`src/rtl/otn_link_pkg.sv`:
```
// Shared constants for the OTN link emulator: corruption modes, controller states, LFSR setup.
package otn_link_pkg;

    localparam logic [1:0] MODE_OFF      = 2'b00;
    localparam logic [1:0] MODE_SINGLE   = 2'b01;
    localparam logic [1:0] MODE_PERIODIC = 2'b10;
    localparam logic [1:0] MODE_RANDOM   = 2'b11;

    typedef enum logic [1:0] {
        ST_RUN   = 2'd0,
        ST_FLUSH = 2'd1,
        ST_ARMED = 2'd2
    } link_state_e;

    localparam logic [15:0] LFSR_SEED = 16'hACE1;
    // Right-shifting Galois form of x^16+x^14+x^13+x^11+1
    localparam logic [15:0] LFSR_TAPS = 16'hB400;

    function automatic logic [15:0] lfsr_next(input logic [15:0] s);
        return {1'b0, s[15:1]} ^ (s[0] ? LFSR_TAPS : 16'h0000);
    endfunction

endpackage

```
`src/rtl/link_delay_line.sv`:
```
// Idle-filled shift register with a runtime tap; sel=0 taps the input so the
// registered output stage downstream gives sel+1 cycles of latency.
module link_delay_line #(
    parameter int unsigned WIDTH    = 1,
    parameter int unsigned DEPTH    = 16,
    parameter logic        IDLE_LVL = 1'b1
) (
    input  logic                     clk,
    input  logic                     rst,
    input  logic [WIDTH-1:0]         din,
    input  logic [$clog2(DEPTH)-1:0] sel,
    output logic [WIDTH-1:0]         tap_c
);
    localparam int unsigned SEL_W = $clog2(DEPTH);

    logic [WIDTH-1:0] sr [DEPTH-1];

    always_ff @(posedge clk or posedge rst) begin
        if (rst) begin
            for (int unsigned i = 0; i < DEPTH - 1; i++) begin
                sr[i] <= {WIDTH{IDLE_LVL}};
            end
        end else begin
            sr[0] <= din;
            for (int unsigned i = 1; i < DEPTH - 1; i++) begin
                sr[i] <= sr[i-1];
            end
        end
    end

    always_comb begin
        tap_c = din;
        if (sel != '0) begin
            tap_c = sr[sel - SEL_W'(1)];
        end
    end

endmodule

```
`src/rtl/otn_link_emulator.sv`:
```
// Channel model between OTN TX and RX: configurable latency, flush on delay change,
// and bit-error injection. Define LINK_STATS_EN to build the error/bit counters.
module otn_link_emulator
    import otn_link_pkg::*;
#(
    parameter int unsigned LANES     = 1,
    parameter int unsigned MAX_DELAY = 16,
    parameter logic        IDLE_LVL  = 1'b1,
    parameter int unsigned CNT_W     = 32
) (
    input  logic                         i_clk,
    input  logic                         i_rst,
    input  logic [LANES-1:0]             i_tx_data,
    output logic [LANES-1:0]             o_rx_data,
    input  logic [LANES-1:0]             i_rx_ack,
    output logic [LANES-1:0]             o_tx_ack,
    input  logic [$clog2(MAX_DELAY)-1:0] i_delay,
    input  logic                         i_corrupt_en,
    input  logic [1:0]                   i_corrupt_mode,
    input  logic                         i_inject,
    input  logic [15:0]                  i_err_period,
    input  logic [7:0]                   i_err_thresh,
    output logic                         o_flushing,
    output logic [CNT_W-1:0]             o_err_cnt,
    output logic [CNT_W-1:0]             o_bit_cnt
);
    localparam int unsigned DLY_W  = $clog2(MAX_DELAY);
    localparam int unsigned LANE_W = (LANES > 1) ? $clog2(LANES) : 1;
    localparam logic [LANES-1:0] IDLE_WORD = {LANES{IDLE_LVL}};

    link_state_e       state_q, state_d;
    logic              held_q, held_d;
    logic [DLY_W-1:0]  flush_cnt_q, flush_cnt_d;
    logic [DLY_W-1:0]  delay_q;
    logic [1:0]        mode_q;
    logic              en_q;
    logic              inject_q;
    logic [15:0]       per_cnt_q;
    logic [LANE_W-1:0] per_idx_q;
    logic [15:0]       lfsr_q;

    logic [LANES-1:0]  fwd_tap_c, ack_tap_c, mask_c;
    logic              delay_chg_c, flush_next_c, active_c;
    logic              single_ok_c, arm_c, per_on_c, per_hit_c, rnd_hit_c, mode_chg_c;
    logic [15:0]       period_m1_c;
    logic [LANE_W-1:0] rnd_lane_c;

    link_delay_line #(.WIDTH(LANES), .DEPTH(MAX_DELAY), .IDLE_LVL(IDLE_LVL)) u_fwd_line (
        .clk   (i_clk),
        .rst   (i_rst),
        .din   (i_tx_data),
        .sel   (delay_q),
        .tap_c (fwd_tap_c)
    );

    link_delay_line #(.WIDTH(LANES), .DEPTH(MAX_DELAY), .IDLE_LVL(IDLE_LVL)) u_ack_line (
        .clk   (i_clk),
        .rst   (i_rst),
        .din   (i_rx_ack),
        .sel   (delay_q),
        .tap_c (ack_tap_c)
    );

    // Error mask for the output word being registered this cycle; at most one bit set.
    always_comb begin
        delay_chg_c  = (i_delay != delay_q);
        flush_next_c = delay_chg_c || ((state_q == ST_FLUSH) && (flush_cnt_q != '0));
        active_c     = !flush_next_c;
        single_ok_c  = en_q && (mode_q == MODE_SINGLE);
        arm_c        = single_ok_c && i_inject && !inject_q;
        per_on_c     = en_q && (mode_q == MODE_PERIODIC);
        mode_chg_c   = (i_corrupt_mode != mode_q);
        period_m1_c  = (i_err_period == '0) ? '0 : i_err_period - 16'd1;
        per_hit_c    = per_on_c && active_c && (per_cnt_q >= period_m1_c);
        rnd_hit_c    = en_q && (mode_q == MODE_RANDOM) && active_c && (lfsr_q[7:0] < i_err_thresh);
        rnd_lane_c   = LANE_W'(32'(lfsr_q[15:12]) % LANES);
        mask_c       = '0;
        if ((state_q == ST_ARMED) && single_ok_c && active_c) begin
            mask_c[0] = 1'b1;
        end else if (per_hit_c) begin
            mask_c[per_idx_q] = 1'b1;
        end else if (rnd_hit_c) begin
            mask_c[rnd_lane_c] = 1'b1;
        end
    end

    // A pending single-shot survives a flush in held_q and re-arms on exit.
    always_comb begin
        state_d     = state_q;
        held_d      = held_q;
        flush_cnt_d = flush_cnt_q;
        if (delay_chg_c) begin
            state_d     = ST_FLUSH;
            flush_cnt_d = i_delay;
            held_d      = held_q || (state_q == ST_ARMED) || arm_c;
        end else begin
            unique case (state_q)
                ST_RUN: begin
                    if (arm_c) state_d = ST_ARMED;
                end
                ST_ARMED: begin
                    state_d = ST_RUN;
                end
                ST_FLUSH: begin
                    if (flush_cnt_q == '0) begin
                        state_d = (held_q || arm_c) ? ST_ARMED : ST_RUN;
                        held_d  = 1'b0;
                    end else begin
                        flush_cnt_d = flush_cnt_q - DLY_W'(1);
                        held_d      = held_q || arm_c;
                    end
                end
                default: state_d = ST_RUN;
            endcase
        end
    end

    always_ff @(posedge i_clk or posedge i_rst) begin
        if (i_rst) begin
            state_q     <= ST_RUN;
            held_q      <= 1'b0;
            flush_cnt_q <= '0;
            delay_q     <= '0;
            mode_q      <= MODE_OFF;
            en_q        <= 1'b0;
            inject_q    <= 1'b0;
            per_cnt_q   <= '0;
            per_idx_q   <= '0;
            lfsr_q      <= LFSR_SEED;
            o_rx_data   <= IDLE_WORD;
            o_tx_ack    <= IDLE_WORD;
            o_flushing  <= 1'b0;
        end else begin
            state_q     <= state_d;
            held_q      <= held_d;
            flush_cnt_q <= flush_cnt_d;
            delay_q     <= i_delay;
            mode_q      <= i_corrupt_mode;
            en_q        <= i_corrupt_en;
            inject_q    <= i_inject;
            lfsr_q      <= lfsr_next(lfsr_q);
            o_flushing  <= flush_next_c;
            if (flush_next_c) begin
                o_rx_data <= IDLE_WORD;
                o_tx_ack  <= IDLE_WORD;
            end else begin
                o_rx_data <= fwd_tap_c ^ mask_c;
                o_tx_ack  <= ack_tap_c;
            end
            if (mode_chg_c || !per_on_c) begin
                per_cnt_q <= '0;
                per_idx_q <= '0;
            end else if (per_hit_c) begin
                per_cnt_q <= '0;
                per_idx_q <= (32'(per_idx_q) == LANES - 1) ? '0 : per_idx_q + LANE_W'(1);
            end else if (active_c) begin
                per_cnt_q <= per_cnt_q + 16'd1;
            end
        end
    end

`ifdef LINK_STATS_EN
    localparam logic [CNT_W-1:0] CNT_MAX = '1;

    logic [CNT_W-1:0] err_cnt_q, bit_cnt_q, flips_c;

    assign flips_c = CNT_W'($countones(mask_c));

    // Saturating statistics over delivered (non-flush) cycles
    always_ff @(posedge i_clk or posedge i_rst) begin
        if (i_rst) begin
            err_cnt_q <= '0;
            bit_cnt_q <= '0;
        end else if (active_c) begin
            err_cnt_q <= (err_cnt_q > CNT_MAX - flips_c) ? CNT_MAX : err_cnt_q + flips_c;
            bit_cnt_q <= (bit_cnt_q > CNT_MAX - CNT_W'(LANES)) ? CNT_MAX : bit_cnt_q + CNT_W'(LANES);
        end
    end

    assign o_err_cnt = err_cnt_q;
    assign o_bit_cnt = bit_cnt_q;
`else
    assign o_err_cnt = '0;
    assign o_bit_cnt = '0;
`endif

endmodule

```
`config.mk`:
```
export PLATFORM = sky130hd
export DESIGN_NAME = otn_link_emulator
export DESIGN_NICKNAME = d
export VERILOG_FILES = /design/src/rtl/otn_link_pkg.sv /design/src/rtl/link_delay_line.sv /design/src/rtl/otn_link_emulator.sv
export SDC_FILE = /design/constraint.sdc
export NUM_CORES = 1
export LEC_CHECK = 0
export BUFFER_PORTS_ARGS = -buffer_cell sky130_fd_sc_hd__buf_4
export CORE_MARGIN = 5
export CORE_UTILIZATION = 30
export CTS_BUF_LIST = sky130_fd_sc_hd__clkbuf_8
export CTS_CLUSTER_SIZE = 20
export DETAILED_ROUTE_END_ITERATION = 10
export GPL_ROUTABILITY_DRIVEN = 0
export GPL_TIMING_DRIVEN = 0
export PLACE_DENSITY_LB_ADDON = 0.1
export SYNTH_ARGS = -nofsm -noshare
export SYNTH_HDL_FRONTEND = slang
export SYNTH_SLANG_ARGS = --single-unit
```
`constraint.sdc`:
```
create_clock -name i_clk -period 3.3 [get_ports i_clk]
set_input_delay 0.825 -clock i_clk [delete_from_list [all_inputs] [get_ports i_clk]]
set_output_delay 0.825 -clock i_clk [all_outputs]
set_load 0.005 [all_outputs]
```
# Word level (Yosys, flattened, before mapping)
# Cells that the tools add are included.
# word_totals
ff_bits	81
in_bits	36
output_inout_bits	67
# classes
n_addsub	5
n_lt_le_gt_ge	5
n_eq_ne	11
muxes	33
n_bitwise	3
reduce_logical	30
# op_table
op	count
16-bit 2-to-1 mux	5
1-bit 2-to-1 mux	18
16-bit by 1-bit adder with 16-bit output, second input constant	1
16-bit >= comparator	1
16-bit zero test	1
16-bit by 1-bit subtractor with 16-bit output, second input constant	1
15-bit by 16-bit XOR with 16-bit output	1
1-bit logical AND	13
4-bit 2-to-1 mux	3
1-bit binary-select mux with 4-bit select	2
8-bit less-than comparator	1
2-bit 2-to-1 mux	4
4-bit nonzero test	2
4-bit by 1-bit subtractor with 4-bit output, second input constant	2
2-bit equality test, second input constant	3
5-bit >= comparator, second input constant	1
1-bit logical OR	5
4-bit NOT with 5-bit output	1
2-bit by 1-bit equality test with 1-bit output, second input constant	2
4-bit zero test	1
4-bit inequality test	1
2-bit one-hot mux with 2 select lines	1
2-bit AND reduction	2
2-bit nonzero test	2
other kinds (11)	13

# Logic depth before layout (Yosys ltp)
# Gate-level depths: netlist (run 1).
# depth
ltp_word	11
depth_mapped	14
depth_no_buf	13

# Modules after synthesis
# Synthesis (run 1) repeated with hierarchy kept, for this count alone.
# unflattened
cells_unflattened	433
hier_area_um2	4626.9
# by_module_without_submodules
mod	n_inst	cells_per_inst	area_each_um2	seq_area_each_um2
otn_link_emulator	1	355	3375.7	1263.7
link_delay_line	2	39	625.6	394.1

# Worst setup path after synthesis (run 1)
# Ideal clock, no wire load.
# synth_path
kind	input-to-reg
startpoint	in i_err_period[9]
endpoint	reg per_cnt_q[2]
setup_ns	0.065
arrival_ns	4.328
required_ns	3.235
slack_ns	-1.093
path_stages	14
path_buffers	2
cell_sequence	or4_4 > or3_4 > or4_1 > or3_4 > buf_6 > nand2_1 > ha_1 > a211o_1 > a31oi_1 > o221ai_1 > a2111o_1 > clkbuf_1 > nor3b_1 > a211o_1
# synth_between
elab_chain_len	6
word_cells_on_any_way	8
classes_between	add/sub: 1; order compare: 1; eq/ne: 1; mux: 3; reduce/logical: 2
# synth_lines
element	line_no	text
from (decl)	otn_link_emulator.sv:21	input logic [15:0] i_err_period,
16-bit by 1-bit subtractor with 16-bit output / 16-bit zero test (equally long branches)	otn_link_emulator.sv:73	period_m1_c = (i_err_period == '0) ? '0 : i_err_period - 16'd1;
16-bit 2-to-1 mux (*)	otn_link_emulator.sv:73	
16-bit >= comparator (*)	otn_link_emulator.sv:74	per_hit_c = per_on_c && active_c && (per_cnt_q >= period_m1_c);
1-bit logical AND (*)	otn_link_emulator.sv:74	
16-bit 2-to-1 mux	otn_link_emulator.sv:153	end else if (per_hit_c) begin
16-bit 2-to-1 mux	otn_link_emulator.sv:150	if (mode_chg_c || !per_on_c) begin
to (signal assigned)	otn_link_emulator.sv:157	per_cnt_q <= per_cnt_q + 16'd1;
to (decl)	otn_link_emulator.sv:38	logic [15:0] per_cnt_q;
# Every way passes the cells marked *; elsewhere a longest branch is shown, timed or not.
# A chain may end at the register's enable or synchronous reset.

# Final worst setup path (run 1)
# layout_path
startpoint	in i_err_period[9]
endpoint	reg per_cnt_q[15]
# The elaborated chain is that of the path after synthesis.

==> summary.md, run 1 <==
| Metric | Value |
|---|---|
| Max cap viols | `0` |
| Simple-gate portion of the synthesized area | `approximately 16%` |
| Die area | `~18,000 um2` |
| Part of the Yosys area used for sequential elements | `45.2%` |
| Max H-tree Level | `3` |
| Worst vdd ir | `about 0.14 mV` |
| Crit path largest cell delay | `about 0.52 ns` |
| Worst slew pin tran | `0.676 ns` |
| Final #Nets | `621` |
| Post-DRT Antenna Nets | `0` |
| Hold Crit Class | `flip-flop to flip-flop` |
| DIE HEIGHT | `133 um` |
| CP delay by family, top | `simple AND/OR/NAND/NOR gates` |
| CP Buf/Inv Count | `3` |
| Failing checks | `setup timing` |
| Status | `finished, violations left` |
| Pwr dens | `about 350 nW/um2` |
| Grt total ovfl | `0` |
| Distinct cells, synth | `54` |
| # DRC | `0` |
| Final Util | `about two fifths` |
| Setup Skew | `0.00921 ns` |
| Synth Area in Compound Gates | `between 7 and 8%` |
| Starting Density | `30.2%` |
| First-pass GRT wire length | `between 15 and 20 mm` |
| I/O Buffers | `38` |
| Critical-path maximum fanout | `4` |
| CTS tree | `yes` |
| Final-report setup violation count | `17` |
| Post-synth EDFFs | `0` |
| Required time worst endpoint | `around 3.6 ns` |
| Layout cells sized above 1 | `37.1%` |
| Static Leakage | `2.74 nW` |
| Post-synthesis xor/xnor area fraction | `around 6%` |
| Clock root buffer | `clkbuf_8` |
| CTS max path bufs | `2` |
| Final Cycle Share | `129%` |
| Worst setup margin | `-0.952 ns` |
| Fill cell count | `1,507` |
| Synth Area per Inst | `10.5 um2` |
| Max transition margin | `~55%` |
| Synth warn | `0` |
| Unrepaired setup endpoints after global routing | `yes` |
| Num ports | `slightly above 100` |
| Crit path kind | `input port to flip-flop` |
| Clock slew at reported path FFs | `0.07 ns` |
| Layout area overhead | `26.9%` |
| Crit path time final | `roughly 4.3 ns` |
| Vias in the first global route | `between 3k and 4k` |
| Largest family of logic cells by synthesized area | `simple AND/OR/NAND/NOR gates` |
| Worst hold slack | `between 0.3 and 0.4 ns` |
| Startpoint types | `input port` |
| Largest net degree at the start of global routing | `54` |
| Wire length per cell | `around 12 um` |
| CP cell instances | `buf_6 -> or4_4 -> or3_4 -> or4_4 -> or3_4 -> buf_6 -> nand2_4 -> ha_4 -> a211o_1 -> a31oi_2 -> o221ai_2 -> a2111o_1 -> buf_4 -> nor3b_1 -> a211o_1` |
| Die X | `~130 um` |
| Synth Area in Adders | `under 10%` |
| First-pass detailed-route iteration total | `4` |
| Clock Sinks | `80` |
| All-Layer GR Usage | `about a tenth` |
| Final Hold Vio Count | `0` |
| Rows | `45` |
| HPWL Detailed | `about 7 mm` |
| Slew Viols, Final | `0` |
| Area occupied by multi-input gates | `about 2300 um2` |
| Antenna cells | `0` |
| Critical-path top delay cell | `or4_4` |
| Crit path DAT | `4.54 ns` |
| Mapped Cells | `approximately 430` |
| Core footprint | `approximately 15,000 um2` |
| Final setup TNS | `-14.30 ns` |
| Register area | `around 2100 um2` |
| Commonest register cell after synthesis | `dfstp_2` |
| Syn Std Cell Area | `about 4500 um2` |
| Via-to-Cell Ratio | `roughly 4.2` |
| Mux contribution to synthesized area | `between 4 and 5%` |
| Yosys reg bits | `80` |
| Initial antenna violation count | `0` |
| Vias | `roughly 3.1k` |
| Drt total wl | `8.95 mm` |
| Max Fclk | `around 0.24 GHz` |
| FFs w/ async S/R, synth | `100%` |
| DRT iter0 DRCs | `142` |
| Clk_lat worst skew | `0.35 ns` |
| Crit end category | `flip-flop` |
| CTS buffer count | `9` |
[through the flow]
| step | total power [mW] | worst slack, ns | std cells | area [um2] |
|---|---|---|---|---|
| 2_1_floorplan | 1.25 | -1.02 | 495 | 4810 |
| 3_3_place_gp | 1.32 | -1.51 | 721 | 5340 |
| 6_report | 2.02 | -0.952 | 748 | 5760 |
| 3_5_place_dp | 1.33 | -1.50 | 722 | 5370 |
| 4_1_cts | 2.05 | -0.981 | 744 | 5630 |
| 5_1_grt | 2.14 | -1.07 | 748 | 5760 |
[flip-flops by register name (all words and copies together) (netlist names)]
name and flops:
o_flushing 1, o_tx_ack 1, u_fwd_line.sr 15, u_ack_line.sr 15, held_q 1, state_q 2
per_cnt_q 16, mode_q 2, o_rx_data 1, inject_q 1, delay_q 4, flush_cnt_q 4
lfsr_q 16, en_q 1
[power by group]
part / switching (mW) / leakage, nW / internal, mW / total (mW)
clock network: 0.333 / 0.105 / 0.360 / 0.693
logic: 0.130 / 1.70 / 0.151 / 0.280
registers: 0.0189 / 0.940 / 1.02 / 1.04
total: 0.481 / 2.74 / 1.53 / 2.02
[layout make-up]
| type | count | area share (%) |
|---|---|---|
| Sequential cell | 80 | 35.7 |
| Clock buffer | 10 | 2.39 |
| Clock inverter | 5 | 0.848 |
| Multi-Input combinational cell | 326 | 39.6 |
| Buffer | 72 | 9.24 |
| Timing Repair Buffer | 50 | 7.07 |
| Tap cell | 188 | 4.09 |
| Inverter | 17 | 1.15 |
[layer usage]
metal / vias to the layer above / share of wire, % / GRT usage (%)
met5: - / 0 / 0
met4: 0 / 0.91 / 3.41
met3: 6 / 3.4 / 2.51
met2: 52 / 51 / 17.7
met1: 1482 / 45 / 13.1
li1: 1602 / - / -
[logic make-up (layout without fill, tap and decap cells)]
group,count (synthesis),after routing
flops,80,80
other cells,1,64
compound gates,54,54
xor+xnor,31,31
buf+inv,89,154
fa+ha+maj,29,29
simple gates,135,135
mux,13,13
[worst register-to-register path, stage by stage, from the launching register on]
cell and delay, ns:
dfrtp_1 0.42, buf_2 0.30, inv_1 0.13, ha_1 0.29, buf_1 0.39, mux4_2 0.38, and3_1 0.19, o21ai_0 0.17
o211a_1 0.20, a21oi_1 0.05, o21bai_1 0.17
[cells in the final DEF (no fill, tap or decap), types with 3 or more instances in the layout]
cell type and count:
nor2_1 32, and3_1 3, nand3_1 4, nand2_2 4, nor3_1 9, clkbuf_8 10, nor4_1 5, a21oi_1 19
dfstp_2 40, buf_4 110, xor2_1 18, nand4_1 3, inv_1 18, xnor2_1 13, nand3b_1 4, dfrtp_1 40
o211ai_1 3, ha_4 4, buf_6 4, conb_1 64, o21ai_0 6, o21ai_2 3, nand2b_1 5, ha_1 25
nor3b_1 8, or3_1 3, nand2_1 33, mux4_2 6, a211o_1 5, mux2i_1 5, or3_4 3, nor3b_2 3
[cells in the mapped netlist (2+ instances only)]
cell	count	share of area, %
dfstp_2	40	23
buf_4	64	11
or4_1	2	0.33
nor2_1	32	2.6
o21ai_0	10	1.1
nand2b_1	5	0.69
mux2i_1	5	1.1
a21oi_1	19	2.1
mux4_2	6	3.0
nand3_1	4	0.44
or3_1	4	0.55
inv_1	17	1.4
nor4b_1	2	0.39
buf_2	2	0.22
a211o_1	5	0.97
xnor2_1	13	2.5
nand3b_1	4	0.66
o21a_1	2	0.33
nand2_1	38	3.1
o21bai_1	3	0.50
nor4_1	5	0.69
mux2_2	2	0.50
ha_1	29	8.0
nand4_1	3	0.41
nor3b_1	11	1.8
and3_1	3	0.41
or3_4	2	0.50
o211ai_1	3	0.50
clkbuf_1	3	0.25
xor2_1	18	3.5
dfrtp_1	40	22
buf_1	2	0.17
a21o_1	2	0.33
a21boi_0	2	0.33
nor3_1	11	1.2
[worst paths after layout]
| check | from | endpoint | slack, ns | depth (start not counted) |
|---|---|---|---|---|
| hold reg to reg | lfsr_q[8]$_DFF_PP0_ | lfsr_q[7]$_DFF_PP1_ | 0.35 | 0 |
| hold / removal | lfsr_q[8]$_DFF_PP0_ | lfsr_q[7]$_DFF_PP1_ | 0.35 | 0 |
| setup / recovery | i_err_period[9] | per_cnt_q[15]$_DFFE_PP0P_ | -0.95 | 15 |
| max in group asynchronous | i_rst | u_ack_line.sr[8]$_DFF_PP1_ | 2.20 | 3 |
| min in group asynchronous | i_rst | inject_q$_DFF_PP0_ | 0.46 | 2 |
| setup reg to reg | delay_q[0]$_DFF_PP0_ | o_rx_data$_DFF_PP1_ | 0.54 | 10 |
[repair_timing]
| action | 4_1_cts | 5_1_grt |
|---|---|---|
| setup endpoints to repair | 17 | 17 |
| pin swaps | 1 | 5 |
| gates resized for setup | 5 | 24 |
| gates cloned | 1 | 0 |
| hold buffers | 0 | 0 |
| buffers inserted | 6 | 4 |
Power figures use the tool's default switching activity.
==> inputs of run 2 (changes only) <==
--- a/config.mk
+++ b/config.mk
@@ -13,7 +13,7 @@
 export DETAILED_ROUTE_END_ITERATION = 10
 export GPL_ROUTABILITY_DRIVEN = 0
 export GPL_TIMING_DRIVEN = 0
-export PLACE_DENSITY_LB_ADDON = 0.1
+export PLACE_DENSITY = 0.53
 export SYNTH_ARGS = -nofsm -noshare
 export SYNTH_HDL_FRONTEND = slang
 export SYNTH_SLANG_ARGS = --single-unit
==> run 2 against run 1 <==
  * The flow still finishes with violations (setup timing)
  * Power increased by 13%
  * Final cell count increased by 0.13%
  * First-iteration DRC count decreased by 11%
  * Largest power group unchanged
==> summary.md, run 2 (synthesized netlist as in run 1, its figures left out) <==
| Metric | Value |
|---|---|
| Via-to-Cell Ratio | `4.26 (was 4.20)` |
| First-pass detailed-route iteration total | `6 (was 4)` |
| Final total power | `2.27 mW (was 2.02 mW)` |
| Slew Viols, Final | `0 (unchanged)` |
| Worst slew pin tran | `0.761 ns (was 0.676 ns)` |
| CTS buffer count | `9 (unchanged)` |
| Setup Skew | `0.00923 ns (was 0.00921 ns)` |
| Layout cells sized above 1 | `38.5% (was 37.1%)` |
| Unrepaired setup endpoints after global routing | `yes (unchanged)` |
| Rows | `45 (unchanged)` |
| Reg-to-reg startpoint | `delay_q[0]$_DFF_PP0_ (unchanged)` |
| Worst reg2reg path depth | `10 (unchanged)` |
| Antenna cells | `0 (unchanged)` |
| Max cap viols | `0 (unchanged)` |
| Required time worst endpoint | `3.58 ns (about the same)` |
| I/O Buffers | `38 (unchanged)` |
| Core footprint | `15,000 um2 (unchanged)` |
| Max H-tree Level | `3 (unchanged)` |
| Drt total wl | `8.97 mm (was 8.95 mm)` |
| Biggest registers after layout | `lfsr_q (16), per_cnt_q (16) (unchanged)` |
| Final #Nets | `621 (unchanged)` |
| Static Leakage | `2.81 nW (was 2.74 nW)` |
| DIE HEIGHT | `133 um (unchanged)` |
| Critical-path top delay cell | `or4_4 (unchanged)` |
| Critical-path maximum fanout | `4 (unchanged)` |
| Max Fclk | `0.233 GHz (was 0.235 GHz)` |
| Pwr dens | `383 nW/um2 (was 350 nW/um2)` |
| Final setup TNS | `-13.65 ns (was -14.30 ns)` |
| Post-DRT Antenna Nets | `0 (unchanged)` |
| Grt total ovfl | `0 (unchanged)` |
| Cells after DPL | `722 (unchanged)` |
| CP delay by family, top | `simple AND/OR/NAND/NOR gates (unchanged)` |
| Clock root buffer | `clkbuf_8 (unchanged)` |
| Vias in the first global route | `3,329 (was 3,288)` |
| Layout area overhead | `30.7% (was 26.9%)` |
| Die area | `17,700 um2 (unchanged)` |
| Final Cycle Share | `130% (was 129%)` |
| R2r setup slk | `0.55 ns (was 0.54 ns)` |
| Hold path depth | `0 (unchanged)` |
| Final Non-Filler Cells | `749 (was 748)` |
| Hold Crit Class | `flip-flop to flip-flop (unchanged)` |
| Startpoint types | `input port (unchanged)` |
| Worst hold slack | `0.355 ns (was 0.354 ns)` |
| Hold wc startpoint | `lfsr_q[8]$_DFF_PP0_ (unchanged)` |
| Largest net degree at the start of global routing | `64 (was 54)` |
| Initial antenna violation count | `0 (unchanged)` |
| First-pass GRT wire length | `15.3 mm (was 15.1 mm)` |
| CP cell instances | `buf_6 -> or4_4 -> or3_4 -> or4_4 -> or3_4 -> buf_6 -> nand2_4 -> ha_4 -> a211o_1 -> a31oi_2 -> o221ai_2 -> a2111o_1 -> buf_4 -> nor3b_1 -> a211o_1 (unchanged)` |
| Crit path DAT | `4.58 ns (was 4.54 ns)` |
| Crit path time final | `4.30 ns (was 4.25 ns)` |
| DRT iter0 DRCs | `127 (was 142)` |
| Worst setup margin | `-1.00 ns (was -0.952 ns)` |
| Failing checks | `setup timing (unchanged)` |
| Most frequent cells in the layout | `108 x buf_4, 64 x conb_1, 40 x dfrtp_1, 40 x dfstp_2, 32 x nand2_1 (was 110 x buf_4, 64 x conb_1, 40 x dfrtp_1, 40 x dfstp_2, 33 x nand2_1)` |
| Wire length per cell | `12.0 um (about the same)` |
| CTS max path bufs | `2 (unchanged)` |
| Clk_lat worst skew | `0.34 ns (was 0.35 ns)` |
| CTS tree | `yes (unchanged)` |
| Crit end category | `flip-flop (unchanged)` |
| Starting Density | `30.2% (unchanged)` |
| HPWL Detailed | `6.76 mm (was 6.83 mm)` |
| Crit path kind | `input port to flip-flop (unchanged)` |
| Crit path largest cell delay | `0.52 ns (about the same)` |
| All-Layer GR Usage | `10.4% (about the same)` |
| Max transition margin | `48.8% (was 54.5%)` |
| Clock slew at reported path FFs | `0.08 ns (was 0.07 ns)` |
| Num ports | `103 (unchanged)` |
| Clock Sinks | `80 (unchanged)` |
| # DRC | `0 (unchanged)` |
| RR Endpoint | `o_rx_data$_DFF_PP1_ (unchanged)` |
| Most common cell after layout, fill and taps aside | `buf_4 (unchanged)` |
| Status | `finished, violations left (unchanged)` |
| Final-report setup violation count | `17 (unchanged)` |
| Vias | `3,191 (was 3,142)` |
| Final Hold Vio Count | `0 (unchanged)` |
| Worst vdd ir | `0.199 mV (was 0.144 mV)` |
| WHS Endpoint | `lfsr_q[7]$_DFF_PP1_ (unchanged)` |
| CP Buf/Inv Count | `3 (unchanged)` |
| Die X | `133 um (unchanged)` |
run 2: cell types whose count changed in the layout (fill, tap and decap cells not counted), moves of 2 or more:
cell       delta
nor3_4        -2
nand2_4       +3
buf_4         -2
nor2_2        +2
nor2_1        -2
bufinv_16     +3
nand2_2       -2
nor3_2        +2
run 2: area by class of cell:
cell class / count / area [um2]
buffer: 72 / 532
tap: 188 / 235
clock buffer: 10 / 138
fill: 1471 / 9110
timing repair buffer: 50 / 442
inverter: 17 / 66.3
multi-input combinational: 326 / 2330
sequential: 80 / 2050
clock inverter: 6 / 133
run 2: where the power goes:
part / switching, mW / internal [mW]
registers: 0.0190 / 1.02
logic: 0.134 / 0.153
clock network: 0.345 / 0.599
total: 0.498 / 1.78
run 2: per-layer routing:
layer  GRT usage [%]  vias up  wire [um]
met4            3.18        0        105
met3            2.36       10        402
li1                -     1604          -
met1            12.7     1505       3890
met2            18.2       72       4570
met5               0        -          0
run 2: repair_timing:
item                       in CTS  in global routing
buffers inserted                8                  1
setup endpoints to repair      17                 17
hold buffers                    0                  0
resized for setup              23                 17
cloned                          2                  0
pin swaps                       8                  1
run 2: stage by stage:
stage                     instance area [um2]  utilization [%]  setup WS (ns)
after global placement                   5340             35.5          -1.46
after global routing                     5930             39.4          -1.07
final                                    5930             39.4          -1.00
after detailed placement                 5370             35.7          -1.48
after floorplan                          4810                -          -1.02
after CTS                                5840             38.8          -1.00
run 2: worst max-delay path by stage:
stage / cells after the start / slack, ns / from / endpoint
2_1_floorplan: 14 / -1.02 / i_err_period[9] / per_cnt_q[2]$_DFFE_PP0P_
3_3_place_gp: 15 / -1.46 / i_err_period[9] / per_cnt_q[2]$_DFFE_PP0P_
3_5_place_dp: 15 / -1.48 / i_err_period[9] / per_cnt_q[2]$_DFFE_PP0P_
4_1_cts: 15 / -1.00 / i_err_period[9] / per_cnt_q[15]$_DFFE_PP0P_
5_1_grt: 15 / -1.07 / i_err_period[9] / per_cnt_q[15]$_DFFE_PP0P_
6_report: 15 / -1.0 / i_err_period[9] / per_cnt_q[15]$_DFFE_PP0P_
==> inputs of run 3 (changes only) <==
--- a/config.mk
+++ b/config.mk
@@ -7,13 +7,13 @@
 export LEC_CHECK = 0
 export BUFFER_PORTS_ARGS = -buffer_cell sky130_fd_sc_hd__buf_4
 export CORE_MARGIN = 5
-export CORE_UTILIZATION = 30
+export CORE_UTILIZATION = 40
 export CTS_BUF_LIST = sky130_fd_sc_hd__clkbuf_8
 export CTS_CLUSTER_SIZE = 20
 export DETAILED_ROUTE_END_ITERATION = 10
 export GPL_ROUTABILITY_DRIVEN = 0
 export GPL_TIMING_DRIVEN = 0
-export PLACE_DENSITY = 0.53
+export PLACE_DENSITY = 0.66
 export SYNTH_ARGS = -nofsm -noshare
 export SYNTH_HDL_FRONTEND = slang
 export SYNTH_SLANG_ARGS = --single-unit
==> run 3 against run 2 <==
  * Worst setup slack improved by 0.051 ns
  * Utilization rose by 13 points
  * The flow still finishes with violations (setup timing)
  * Worst hold slack improved by 0.0045 ns
  * Critical path depth did not move
  * Non-clock buffer count fell by 3
  * Combinational power fell by 2%
  * Largest cell class unchanged
  * Sequential share of layout area rose by 1.3 points
  * Sequential cell count did not move
  * Routed wire length fell by 4.2%
  * Die area fell by 23%
  * Clock skew fell by 0.0020 ns
==> summary.md, run 3 (synthesized netlist as in run 1, its figures left out) <==
| Metric | Value |
|---|---|
| Clock root buffer | `clkbuf_8 (unchanged)` |
| Crit end category | `flip-flop (unchanged)` |
| Worst reg2reg path depth | `10 (unchanged)` |
| All-Layer GR Usage | `12.6% (was 10.4%)` |
| Antenna cells | `0 (unchanged)` |
| Wire length per cell | `12.3 um (was 12.0 um)` |
| CTS max path bufs | `2 (unchanged)` |
| Hold Crit Class | `flip-flop to flip-flop (unchanged)` |
| Crit path time final | `4.25 ns (was 4.30 ns)` |
| Crit path kind | `input port to flip-flop (unchanged)` |
| Vias in the first global route | `3,108 (was 3,329)` |
| Core footprint | `11,000 um2 (was 15,000 um2)` |
| Num ports | `103 (unchanged)` |
| Fill cell count | `1,000 (was 1,471)` |
| Crit path DAT | `4.53 ns (was 4.58 ns)` |
| Max H-tree Level | `3 (unchanged)` |
| Die area | `13,600 um2 (was 17,700 um2)` |
| HPWL Detailed | `6.72 mm (was 6.76 mm)` |
| Critical-path top delay cell | `or4_4 (unchanged)` |
| Setup WS pre-CTS | `-1.49 ns (was -1.48 ns)` |
| Setup Skew | `0.00719 ns (was 0.00923 ns)` |
| Layout area overhead | `26.0% (was 30.7%)` |
| Starting Density | `41.3% (was 30.2%)` |
| RR Endpoint | `o_rx_data$_DFF_PP1_ (unchanged)` |
| Hold wc startpoint | `lfsr_q[12]$_DFF_PP0_ (was lfsr_q[8]$_DFF_PP0_)` |
| Switching share of power | `22.9% (was 21.9%)` |
| I/O Buffers | `38 (unchanged)` |
| Required time worst endpoint | `3.59 ns (was 3.58 ns)` |
| Logic gate share of total power | `12.7% (was 12.6%)` |
| Die X | `116 um (was 133 um)` |
| Vias | `3,189 (was 3,191)` |
| Most frequent cells in the layout | `108 x buf_4, 64 x conb_1, 40 x dfrtp_1, 40 x dfstp_2, 36 x nand2_1 (was 108 x buf_4, 64 x conb_1, 40 x dfrtp_1, 40 x dfstp_2, 32 x nand2_1)` |
| Rows | `38 (was 45)` |
| Grt total ovfl | `0 (unchanged)` |
| CP cell instances | `buf_6 -> or4_4 -> or3_4 -> or4_4 -> or3_4 -> buf_6 -> nand2_4 -> ha_4 -> a211o_1 -> a31oi_4 -> o221ai_4 -> a2111o_1 -> clkbuf_8 -> nor3b_2 -> a211o_1 (was buf_6 -> or4_4 -> or3_4 -> or4_4 -> or3_4 -> buf_6 -> nand2_4 -> ha_4 -> a211o_1 -> a31oi_2 -> o221ai_2 -> a2111o_1 -> buf_4 -> nor3b_1 -> a211o_1)` |
| Largest net degree at the start of global routing | `43 (was 64)` |
| Slew Viols, Final | `0 (unchanged)` |
| Clk_lat worst skew | `0.35 ns (was 0.34 ns)` |
| Final-report setup violation count | `17 (unchanged)` |
| Final total power | `2.21 mW (was 2.27 mW)` |
| Worst vdd ir | `0.285 mV (was 0.199 mV)` |
| First-pass detailed-route iteration total | `4 (was 6)` |
| Startpoint types | `input port (unchanged)` |
| Unrepaired setup endpoints after global routing | `yes (unchanged)` |
| Final Hold Vio Count | `0 (unchanged)` |
| Drt total wl | `8.60 mm (was 8.97 mm)` |
| Critical-path maximum fanout | `6 (was 4)` |
| First-pass GRT wire length | `13.8 mm (was 15.3 mm)` |
| Final Cycle Share | `129% (was 130%)` |
| # DRC | `0 (unchanged)` |
| Post-DRT Antenna Nets | `0 (unchanged)` |
| Sequential share of power | `47.2% (was 45.9%)` |
| Layout cells sized above 1 | `36.6% (was 38.5%)` |
| Area occupied by multi-input gates | `2260 um2 (was 2330 um2)` |
| DRT iter0 DRCs | `108 (was 127)` |
| Worst setup margin | `-0.948 ns (was -1.00 ns)` |
| Max cap viols | `0 (unchanged)` |
| Static Leakage | `2.76 nW (was 2.81 nW)` |
| Cell Int Power | `1.70 mW (was 1.78 mW)` |
| CTS tree | `yes (unchanged)` |
| Initial antenna violation count | `0 (unchanged)` |
| CTS buffer count | `9 (unchanged)` |
| Part of the power in the clock network | `40.0% (was 41.5%)` |
| Pwr dens | `386 nW/um2 (was 383 nW/um2)` |
| Via-to-Cell Ratio | `4.57 (was 4.26)` |
| Clock Sinks | `80 (unchanged)` |
| Switch Pwr | `0.507 mW (was 0.498 mW)` |
| Hold path depth | `0 (unchanged)` |
| Worst slew pin tran | `0.741 ns (was 0.761 ns)` |
| DIE HEIGHT | `116 um (was 133 um)` |
| Max transition margin | `50.1% (was 48.8%)` |
| Most common cell after layout, fill and taps aside | `buf_4 (unchanged)` |
| Final setup TNS | `-13.34 ns (was -13.65 ns)` |
| R2r setup slk | `0.51 ns (was 0.55 ns)` |
| Crit path largest cell delay | `0.53 ns (was 0.52 ns)` |
| Register area | `2050 um2 (unchanged)` |
| Failing checks | `setup timing (unchanged)` |
| Biggest registers after layout | `lfsr_q (16), per_cnt_q (16) (unchanged)` |
| Reg-to-reg startpoint | `delay_q[0]$_DFF_PP0_ (unchanged)` |
| Final Cell Area | `5710 um2 (was 5930 um2)` |
| Placed cell area | `5300 um2 (was 5370 um2)` |
| Clock slew at reported path FFs | `0.08 ns (about the same)` |
| Status | `finished, violations left (unchanged)` |
| WHS Endpoint | `lfsr_q[11]$_DFF_PP1_ (was lfsr_q[7]$_DFF_PP1_)` |
| Max Fclk | `0.235 GHz (was 0.233 GHz)` |
| Final #Nets | `618 (was 621)` |
run 3: through the flow:
stage / hold WS, ns / util, % / cells
after floorplan: 0.331 / - / 495
after global placement: 0.339 / 48.0 / 673
after detailed placement: 0.341 / 48.2 / 674
after CTS: 0.359 / 51.3 / 697
after global routing: 0.362 / 52.0 / 698
final: 0.359 / 52.0 / 698
run 3: final cells by class:
type	instances	share of cell area (%)
Buffer	72	9.29
Clock buffer	10	2.41
Clock inverter	6	1.99
Inverter	17	1.16
Multi-Input combinational cell	326	39.6
Sequential cell	80	35.9
Tap cell	140	3.07
Timing Repair Buffer	47	6.53
run 3: power groups by stage:
stage / Clock [mW] / Sequential (mW) / Combinational, mW
floorplan: 0 / 1.05 / 0.193
detailed placement: 0 / 1.06 / 0.270
finish: 0.884 / 1.04 / 0.281
global placement: 0 / 1.06 / 0.258
global route: 0.945 / 1.05 / 0.316
CTS: 0.904 / 1.04 / 0.275
run 3: worst max path at each step:
stage / slack, ns / startpoint / to / cells after the start
after floorplan: -1.02 / i_err_period[9] / per_cnt_q[2]$_DFFE_PP0P_ / 14
after global placement: -1.44 / i_err_period[9] / per_cnt_q[2]$_DFFE_PP0P_ / 15
after detailed placement: -1.49 / i_err_period[9] / per_cnt_q[2]$_DFFE_PP0P_ / 15
after CTS: -0.96 / i_err_period[9] / per_cnt_q[2]$_DFFE_PP0P_ / 15
after global routing: -1.05 / i_err_period[9] / per_cnt_q[6]$_DFFE_PP0P_ / 15
final: -0.95 / i_err_period[9] / per_cnt_q[2]$_DFFE_PP0P_ / 15
run 3: critical path: cells and delay by family:
family                   cells  cell delay, ns
AO/OA/AOI/OAI                5            1.21
adder cells (fa/ha/maj)      1            0.19
buffers and inverters        3            0.42
AND/OR/NAND/NOR              6            1.88
run 3: what timing repair did:
action                                  4_1_cts  5_1_grt
hold buffers                                  0        0
endpoints found under the hold margin         0        0
gates cloned                                  1        0
endpoints found under the setup margin       17       17
pin swaps                                     3        3
resized for setup                             7       16
buffers inserted                              6        1
run 3: metal layers:
metal	part of all wire [%]	GRT usage (%)
met2	53	22.3
met3	4.9	2.23
met5	0	0
met4	1.2	3.71
met1	41	15.8
